===== config.mk =====
export PLATFORM = sky130hd
export DESIGN_NAME = sign_truncate_flat
export DESIGN_NICKNAME = d
export VERILOG_FILES = /design/src/rtl/sign_truncate_if.sv /design/src/rtl/sign_truncate.sv /design/src/flat_wrapper.sv
export SDC_FILE = /design/constraint.sdc
export NUM_CORES = 1
export LEC_CHECK = 0
export BUFFER_PORTS_ARGS = -buffer_cell sky130_fd_sc_hd__buf_4
export CORE_ASPECT_RATIO = 1.1
export CORE_UTILIZATION = 50
export CTS_CLUSTER_SIZE = 16
export DETAILED_ROUTE_END_ITERATION = 8
export HOLD_SLACK_MARGIN = 0.12
export PLACE_DENSITY_LB_ADDON = 0.2
export SYNTH_ARGS = -nofsm -noshare
export SYNTH_HDL_FRONTEND = slang
export SYNTH_SLANG_ARGS = --single-unit

===== constraint.sdc =====
create_clock -name clk -period 5.7 [get_ports clk]
set_input_delay 0.57 -clock clk [delete_from_list [all_inputs] [get_ports clk]]
set_output_delay 0.57 -clock clk [all_outputs]
set_load 0.1 [all_outputs]

===== src/rtl/sign_truncate_if.sv =====
`default_nettype none
// ============================================================================
//  Module   : sign_truncate_if
//  Purpose  : Bundles the producer-side and consumer-side handshake and data
//             signals of the sign_truncate block.
//  Ports    : in_valid/in_ready/in_data/in_mode  - producer word channel
//             out_valid/out_ready/out_field/
//             out_fits/out_mode                  - consumer result channel
//             ovf_count/clr_count                - overflow statistics
//  Modports : master - environment side (drives inputs, observes outputs)
//             slave  - sign_truncate side
//  Revision : 1.0  initial release
// ============================================================================
interface sign_truncate_if #(
    parameter int CNT_W = 8
);
    logic             in_valid;
    logic             in_ready;
    logic [31:0]      in_data;
    logic             in_mode;
    logic             out_valid;
    logic             out_ready;
    logic [21:0]      out_field;
    logic             out_fits;
    logic             out_mode;
    logic [CNT_W-1:0] ovf_count;
    logic             clr_count;

    modport master (
        output in_valid, in_data, in_mode, out_ready, clr_count,
        input  in_ready, out_valid, out_field, out_fits, out_mode, ovf_count
    );

    modport slave (
        input  in_valid, in_data, in_mode, out_ready, clr_count,
        output in_ready, out_valid, out_field, out_fits, out_mode, ovf_count
    );
endinterface
`default_nettype wire


===== src/rtl/sign_truncate.sv =====
`default_nettype none
// ============================================================================
//  Module   : sign_truncate
//  Purpose  : Narrows signed 32-bit words to an 18-bit (IMM) or 22-bit (MD)
//             field with saturation, queues results in a 2-entry in-order
//             FIFO and counts words that required saturation.
//  Ports    : clk  - clock, all state on rising edge
//             rst  - synchronous active-high reset
//             bus  - sign_truncate_if.slave (word in, result out, counter)
//  Revision : 1.0  initial release
// ============================================================================
module sign_truncate #(
    parameter int CNT_W = 8
) (
    input  wire logic         clk,
    input  wire logic         rst,
    sign_truncate_if.slave    bus
);
    localparam logic [1:0]       c_DEPTH   = 2'd2;
    localparam logic [CNT_W-1:0] c_CNT_MAX = {CNT_W{1'b1}};

    // FIFO storage and control
    logic [21:0]      r_field [0:1];
    logic             r_fits  [0:1];
    logic             r_mode  [0:1];
    logic             r_wr_ptr;
    logic             r_rd_ptr;
    logic [1:0]       r_occ;
    logic [CNT_W-1:0] r_ovf_count;

    logic        w_imm_fits;
    logic        w_md_fits;
    logic        w_fits;
    logic [21:0] w_field;
    logic        w_in_ready;
    logic        w_out_valid;
    logic        w_push;
    logic        w_pop;

    // A value fits when every bit above the field's sign bit copies it.
    assign w_imm_fits = (&bus.in_data[31:17]) | ~(|bus.in_data[31:17]);
    assign w_md_fits  = (&bus.in_data[31:21]) | ~(|bus.in_data[31:21]);
    assign w_fits     = bus.in_mode ? w_md_fits : w_imm_fits;

    always_comb begin
        w_field = 22'd0;
        if (bus.in_mode) begin
            if (w_md_fits)
                w_field = bus.in_data[21:0];
            else
                w_field = bus.in_data[31] ? 22'h200000 : 22'h1FFFFF;
        end else begin
            if (w_imm_fits)
                w_field = {4'd0, bus.in_data[17:0]};
            else
                w_field = bus.in_data[31] ? 22'h020000 : 22'h01FFFF;
        end
    end

    // in_ready depends only on registered occupancy (and rst), never on
    // out_ready, so a full FIFO refuses a word even while it is being drained.
    assign w_in_ready  = (r_occ < c_DEPTH) && !rst;
    assign w_out_valid = (r_occ != 2'd0);
    assign w_push      = bus.in_valid && w_in_ready;
    assign w_pop       = w_out_valid && bus.out_ready;

    always_ff @(posedge clk) begin
        if (rst) begin
            r_wr_ptr   <= 1'b0;
            r_rd_ptr   <= 1'b0;
            r_occ      <= 2'd0;
            r_field[0] <= 22'd0;
            r_field[1] <= 22'd0;
            r_fits[0]  <= 1'b0;
            r_fits[1]  <= 1'b0;
            r_mode[0]  <= 1'b0;
            r_mode[1]  <= 1'b0;
        end else begin
            if (w_push) begin
                r_field[r_wr_ptr] <= w_field;
                r_fits[r_wr_ptr]  <= w_fits;
                r_mode[r_wr_ptr]  <= bus.in_mode;
                r_wr_ptr          <= ~r_wr_ptr;
            end
            if (w_pop)
                r_rd_ptr <= ~r_rd_ptr;
            case ({w_push, w_pop})
                2'b10:   r_occ <= r_occ + 2'd1;
                2'b01:   r_occ <= r_occ - 2'd1;
                default: r_occ <= r_occ;
            endcase
        end
    end

    // Clear wins over a coincident increment; the count sticks at its maximum.
    always_ff @(posedge clk) begin
        if (rst || bus.clr_count)
            r_ovf_count <= '0;
        else if (w_push && !w_fits && (r_ovf_count != c_CNT_MAX))
            r_ovf_count <= r_ovf_count + 1'b1;
    end

    // Outputs are forced to zero when no entry is held so stale popped data
    // never shows on the result channel.
    assign bus.in_ready  = w_in_ready;
    assign bus.out_valid = w_out_valid;
    assign bus.out_field = w_out_valid ? r_field[r_rd_ptr] : 22'd0;
    assign bus.out_fits  = w_out_valid ? r_fits[r_rd_ptr]  : 1'b0;
    assign bus.out_mode  = w_out_valid ? r_mode[r_rd_ptr]  : 1'b0;
    assign bus.ovf_count = r_ovf_count;
endmodule
`default_nettype wire


===== src/flat_wrapper.sv =====
// flat-port wrapper written by rule: the top's interface ports become plain ports
module sign_truncate_flat 
#(
    parameter int CNT_W = 8
)
  (clk, rst, bus_in_valid, bus_in_data, bus_in_mode, bus_out_ready, bus_clr_count, bus_in_ready, bus_out_valid, bus_out_field, bus_out_fits, bus_out_mode, bus_ovf_count);
  sign_truncate_if #(.CNT_W(CNT_W)) bus_i ();
  input  wire logic clk;
  input  wire logic rst;
  input wire logic [$bits(bus_i.in_valid)-1:0] bus_in_valid;
  input wire logic [$bits(bus_i.in_data)-1:0] bus_in_data;
  input wire logic [$bits(bus_i.in_mode)-1:0] bus_in_mode;
  input wire logic [$bits(bus_i.out_ready)-1:0] bus_out_ready;
  input wire logic [$bits(bus_i.clr_count)-1:0] bus_clr_count;
  output wire logic [$bits(bus_i.in_ready)-1:0] bus_in_ready;
  output wire logic [$bits(bus_i.out_valid)-1:0] bus_out_valid;
  output wire logic [$bits(bus_i.out_field)-1:0] bus_out_field;
  output wire logic [$bits(bus_i.out_fits)-1:0] bus_out_fits;
  output wire logic [$bits(bus_i.out_mode)-1:0] bus_out_mode;
  output wire logic [$bits(bus_i.ovf_count)-1:0] bus_ovf_count;
  assign bus_i.in_valid = bus_in_valid;
  assign bus_i.in_data = bus_in_data;
  assign bus_i.in_mode = bus_in_mode;
  assign bus_i.out_ready = bus_out_ready;
  assign bus_i.clr_count = bus_clr_count;
  assign bus_in_ready = bus_i.in_ready;
  assign bus_out_valid = bus_i.out_valid;
  assign bus_out_field = bus_i.out_field;
  assign bus_out_fits = bus_i.out_fits;
  assign bus_out_mode = bus_i.out_mode;
  assign bus_ovf_count = bus_i.ovf_count;
  sign_truncate #(.CNT_W(CNT_W)) u_core (.clk(clk), .rst(rst), .bus(bus_i));
endmodule

* Word-level counts from Yosys, hierarchy flattened
Memory sizes are Yosys's and may differ from the RTL's. A register that Yosys moved wholly into a read port is not among the register bits.
Cells that the tools add are included.
** Storage, ports and cells
- Register bits :: 12
- Memory bits (writable) :: 48
- Logic and storage cells :: 67
- Memories :: 3
** Cells by class
- Add/sub/neg operators :: 3
- $lt $le $gt $ge :: 1
- Equal/unequal tests :: 3
- Mux-type cells :: 30
- Bitwise logic cells :: 6
- Reductions and logical operators :: 17
** Memory list
- u_core.r_field :: words 2, width 22, read ports 1, clocked after Yosys merged registers in 1, wr ports 2, line sign_truncate.sv:23 : logic [21:0] r_field [0:1];
- u_core.r_fits :: words 2, width 1, read ports 1, clocked after Yosys merged registers in 1, wr ports 2, line sign_truncate.sv:24 : logic r_fits [0:1];
- u_core.r_mode :: words 2, width 1, read ports 1, clocked after Yosys merged registers in 1, wr ports 2, line sign_truncate.sv:25 : logic r_mode [0:1];
** Operator list (number)
- two-way mux 22 bit :: 6
- two-way mux 1 bit :: 22
- OR reduction 22 bit :: 1
- two-way mux 18 bit :: 1
- AND reduction 15 bit :: 1
- OR reduction 15 bit :: 1
- AND reduction 11 bit :: 1
- OR reduction 11 bit :: 1
- adder 8 x 1 -> 8 bit (second input constant) :: 1
- inequality test 8 bit (second input constant) :: 1
- logical AND 1 bit :: 5
- inverter 1 bit :: 4
- one-hot mux 2 bit (2 select lines) :: 1
- nonzero test 2 bit :: 2
- adder 2 x 1 -> 2 bit (second input constant) :: 1
- equality test 2 x 1 -> 1 bit (second input constant) :: 1
- equality test 2 bit (second input constant) :: 1
- zero test 1 bit :: 2
- < comparator 2 bit (second input constant) :: 1
- bitwise OR 1 bit :: 2
- OR reduction 1 bit :: 2
- subtractor 2 x 1 -> 2 bit (second input constant) :: 1
- logical OR 1 bit :: 1

* Longest topological paths before layout
- Depth after elaboration :: 8
- Mapped depth :: 9
- Gate-level depth less buffers :: 7

* Worst setup path before layout
No wires, ideal clock.
- Path type :: input port to flip-flop
- Start point :: input port rst
- End point :: memory u_core.r_field[0][0] (enable)
- Setup time :: 0.384 ns
- Data arrival time :: 2.699 ns
- Data required time :: 5.316 ns
- Slack :: 2.617 ns
- Stages :: 6
- Buffers on the path :: 2
- Path through :: buf_2 > nor2_2 > and2_0 > nand2b_1 > clkbuf_1 > nand2b_1
** RTL lines
- start: declaration :: line flat_wrapper.sv:9 : input wire logic rst;
- end: declaration :: line sign_truncate.sv:23

==> results.txt <==
- Worst clock skew: 0.00734 ns
* Master cell of the clock root buffer: sky130_fd_sc_hd__clkbuf_8
* Kind of end point of the critical path: flip-flop
- Via Count: ~2300
* Residual DRC count: 0
- Placeable Area: roughly 5800 um2
- Per report_power, the combinational group accounts for about 47% of the total.
* Standby leakage power: around 1.4 nW
* Number of synthesized flops with an enable pin: 48
- After clock tree synthesis, the flow added hold-fix buffers numbering 0.
- Syn_nets: ~330
- Ratio of final minimum period to clock period: 49.1%
- For this run, the slowest stage of the critical path takes 0.87 ns.
- Setup repair after global routing missed its margin: no
- Net switching fraction of the power: between 40 and 50%
- The run finished with clean final reports.
- The first global-routing pass estimated 9.59 mm of wire.
* P&R area growth vs syn: 23.4%
- Syn_area_per_cell: 10.5 um2
- Final hold violation count: 0
* GR Layer Usage met2: 31.8%
* Pwr/cell area: 437 nW/um2
- Cells traversed along the worst timing path: nor2_2 -> and2_0 -> nand2b_1 -> nand2b_1
- Yosys cell types: between 40 and 50
- Final slew viol count: 0
- Post-cts resize count: 0
* Actual transition at the worst max-transition pin: roughly 1.2 ns
- In this run the deepest clock path goes through 2 buffers.
- The floorplan step set the die height to 83.2 um.
* Utilization after layout: between 60% and 70%
- After synthesis the netlist holds a flip-flop and latch count of a little over 60.
- Yosys warning total: 0
* Clock-pin slew on the worst setup and hold paths: 0.07 ns
- Total inserted antenna cells: 0
* Share of total power in the clock network: ~20%
- Library cell occupying the most area in the post-synthesis netlist: sky130_fd_sc_hd__edfxtp_1
- The number of global-route vias before repair was a little over 2000.
- Share of Yosys cell area claimed by the top area cell type: 48.1%
- The H-tree was split into 3 levels.
* Cell area after technology mapping: ~3000 um2
- The worst-case IR drop observed on VDD is about 260 uV.
- Final nets: a little under 400
- Input and output buffers added on the ports amount to 71.
* Highest net fanout along the worst path: 26
- At the later pin of the worst-skew pair, clock insertion delay measures around 0.34 ns.
* Layer with the highest usage: met2
- TritonCTS built the clock tree.
- TritonCTS created 9 clock buffers.
* Max stage delay cell, worst path: sky130_fd_sc_hd__nand2b_1
- In the global route stage, met1 resource usage came out at between 20% and 30%.
- The die is between 70 and 80 um wide.
- Of all flip-flops after synthesis, the portion carrying an async set or reset was 0%.
- For this run, the top clock speed supported by timing is 357 MHz.
* Switching component of the power: 0.000766 W
- The worst setup path is of the flip-flop to flip-flop kind.
* Layout cell share with drive strength beyond 1: between 20% and 30%
- Post-route setup TNS: 0 ns
- Arrival time reported for the critical path endpoint: ~2.6 ns
- The routed design could run at a clock period as short as approximately 2.8 ns.
* Routed Antenna Nets: 0
- Number of filler cells placed in the layout: 468
- The critical path contains buffers and inverters numbering 0 combined.
* Via density: roughly 5.4
- STA puts the critical path data required time at about 5.5 ns.
- Antenna violations before repair: 0
* Overflow after GRT: 0
- Number of DRC markers in iteration 0: roughly 170
- Summing the sequential cell areas from Yosys gives a little under three fifths of the chip area.
* GRT Resource Usage Total: between 20% and 30%
* CP delay by family, top: simple AND/OR/NAND/NOR gates
- Setup fix buffers added after clock tree synthesis: 0
* Setup-violating endpoint count in the final report: 0
- Number of instances in the synthesized netlist: approximately 290
- Area of the die: roughly 6300 um2
- Aggregate routed wire length: between 5 and 6 mm
- In this run the tightest slew margin relative to its limit is between 20% and 30%.
- Sequential cell fraction of total power: 33.8%
- Dividing the detail-routed wire length by the instance count gives between 10 and 15 um.
- Pin placement for this block handled 72 I/O pins.
- Final Total Pwr: about 0.0016 W
* Last weighted congestion value of the routability-driven placer: approximately 0.85
- Clock tree synthesis found a total of 61 sinks.
- The tool flagged a number of max-cap violations equal to 0.
* Total half-perimeter wirelength after legalization and detailed placement: 3.92 mm
* Flip-flop cell with the highest count after synthesis: sky130_fd_sc_hd__edfxtp_1
* Startpoint kind of the worst setup timing path: flip-flop
- In the post-synthesis netlist, the biggest area contributors are sky130_fd_sc_hd__edfxtp_1 48%, sky130_fd_sc_hd__mux2i_1 9.4%, sky130_fd_sc_hd__dfxtp_1 8.7%, sky130_fd_sc_hd__a21oi_1 6.9%, sky130_fd_sc_hd__nor2_1 5.9%.
* Most frequent cell on the critical path: sky130_fd_sc_hd__nand2b_1
- 1st-pass router iterations: 4
- The worst hold path belongs to the class primary input to flip-flop.
- Multi-input logic area: ~1200 um2
- Cell internal power was estimated by the tool at 0.000849 W.
- Entering global routing, the biggest net connects 35 pins.
- Initial cell density of the core: 51.9%
- For met3 alone, demand over resource in global routing was slightly above 7%.
- Placement row count: 29
- Total area of sequential cells: roughly 1700 um2
kinds of logic after synthesis:
| logic type | synth area share (%) |
|---|---|
| flops | 56.8 |
| mux | 9.36 |
| xor+xnor | 0.877 |
| buf+inv | 4.22 |
| fa+ha+maj | 0.835 |
| simple gates | 16.1 |
| compound gates | 11.8 |
metrics by stage:
step	setup WS, ns	instances	hold WS, ns	cell area [um2]
floorplan	2.62	285	0.444	3000
global placement	2.62	415	0.465	3530
detailed placement	2.51	415	0.461	3530
CTS	2.86	431	0.445	3700
global route	2.60	431	0.444	3700
finish	2.90	431	0.461	3700
routing by layer:
metal	vias to the layer above	wire length, um
met5	-	0
met4	0	101
met3	9	373
met2	77	2940
met1	1076	2560
li1	1157	-
synth_stat cells, types with 2 or more instances:
cell / n
sky130_fd_sc_hd__clkbuf_1: 8
sky130_fd_sc_hd__or4_1: 2
sky130_fd_sc_hd__dfxtp_1: 13
sky130_fd_sc_hd__nor2_1: 47
sky130_fd_sc_hd__nand3_1: 5
sky130_fd_sc_hd__nor4_1: 2
sky130_fd_sc_hd__o21ai_0: 2
sky130_fd_sc_hd__inv_1: 6
sky130_fd_sc_hd__buf_2: 2
sky130_fd_sc_hd__ha_1: 2
sky130_fd_sc_hd__mux2i_1: 28
sky130_fd_sc_hd__buf_4: 6
sky130_fd_sc_hd__o311ai_0: 2
sky130_fd_sc_hd__or3_1: 2
sky130_fd_sc_hd__buf_1: 2
sky130_fd_sc_hd__a311oi_1: 2
sky130_fd_sc_hd__nor2b_1: 2
sky130_fd_sc_hd__o41ai_1: 2
sky130_fd_sc_hd__nor3_1: 2
sky130_fd_sc_hd__nand2_1: 30
sky130_fd_sc_hd__edfxtp_1: 48
sky130_fd_sc_hd__xnor2_1: 2
sky130_fd_sc_hd__nand2b_1: 5
sky130_fd_sc_hd__a21oi_1: 41
sky130_fd_sc_hd__nand4_1: 2
sky130_fd_sc_hd__a31oi_1: 4
area by class of cell:
cell class              instances  area share (%)
multi-input cells             199            31.6
inverters                       6           0.609
repair buffers                 72            14.6
well taps                      77            2.61
flip-flops and latches         61            46.0
clock inverters                 7            1.15
clock buffers                   9            3.35
cell usage in the layout, fill, tap and decap left out, types with 3 or more instances in the layout:
cell                       Yosys  final
sky130_fd_sc_hd__buf_4         6     72
sky130_fd_sc_hd__edfxtp_1     48     48
sky130_fd_sc_hd__nor2_1       47     46
sky130_fd_sc_hd__a21oi_1      41     41
sky130_fd_sc_hd__nand2_1      30     30
sky130_fd_sc_hd__mux2i_1      28     28
sky130_fd_sc_hd__dfxtp_1      13     13
sky130_fd_sc_hd__clkbuf_8      0      9
sky130_fd_sc_hd__inv_1         6      6
sky130_fd_sc_hd__nand2b_1      5      5
sky130_fd_sc_hd__nand3_1       5      5
sky130_fd_sc_hd__a31oi_1       4      4
sky130_fd_sc_hd__clkinv_2      0      3
worst paths after layout:
| check | slack (ns) | start | endpoint | cells after the start |
|---|---|---|---|---|
| worst max-delay path | 2.90 | u_core.r_occ[1] | u_core.r_mode[0] | 4 |
| worst min-delay path | 0.46 | rst | u_core.r_rd_ptr | 2 |
| worst max register to register | 2.90 | u_core.r_occ[1] | u_core.r_mode[0] | 4 |
| worst min register to register | 0.47 | u_core.r_wr_ptr | u_core.r_wr_ptr | 2 |
power by group through the flow:
stage	Clock, W	Combinational [W]	Sequential, W
after floorplan	0	0.000609	0.000552
after global placement	0	0.000751	0.000554
after detailed placement	0	0.000756	0.000555
after CTS	0.000325	0.000759	0.000546
after global routing	0.000349	0.000794	0.000549
final	0.000319	0.000751	0.000545
state kept, by name, summed over array words and instances, names as in the netlist, named ones only:
signal and count:
u_core.r_wr_ptr 1, u_core.r_occ 2, u_core.r_mode 2, u_core.r_fits 2, u_core.bus.ovf_count 8, u_core.r_rd_ptr 1, u_core.r_field 44
No activity file was read; power rests on OpenSTA's default activity.
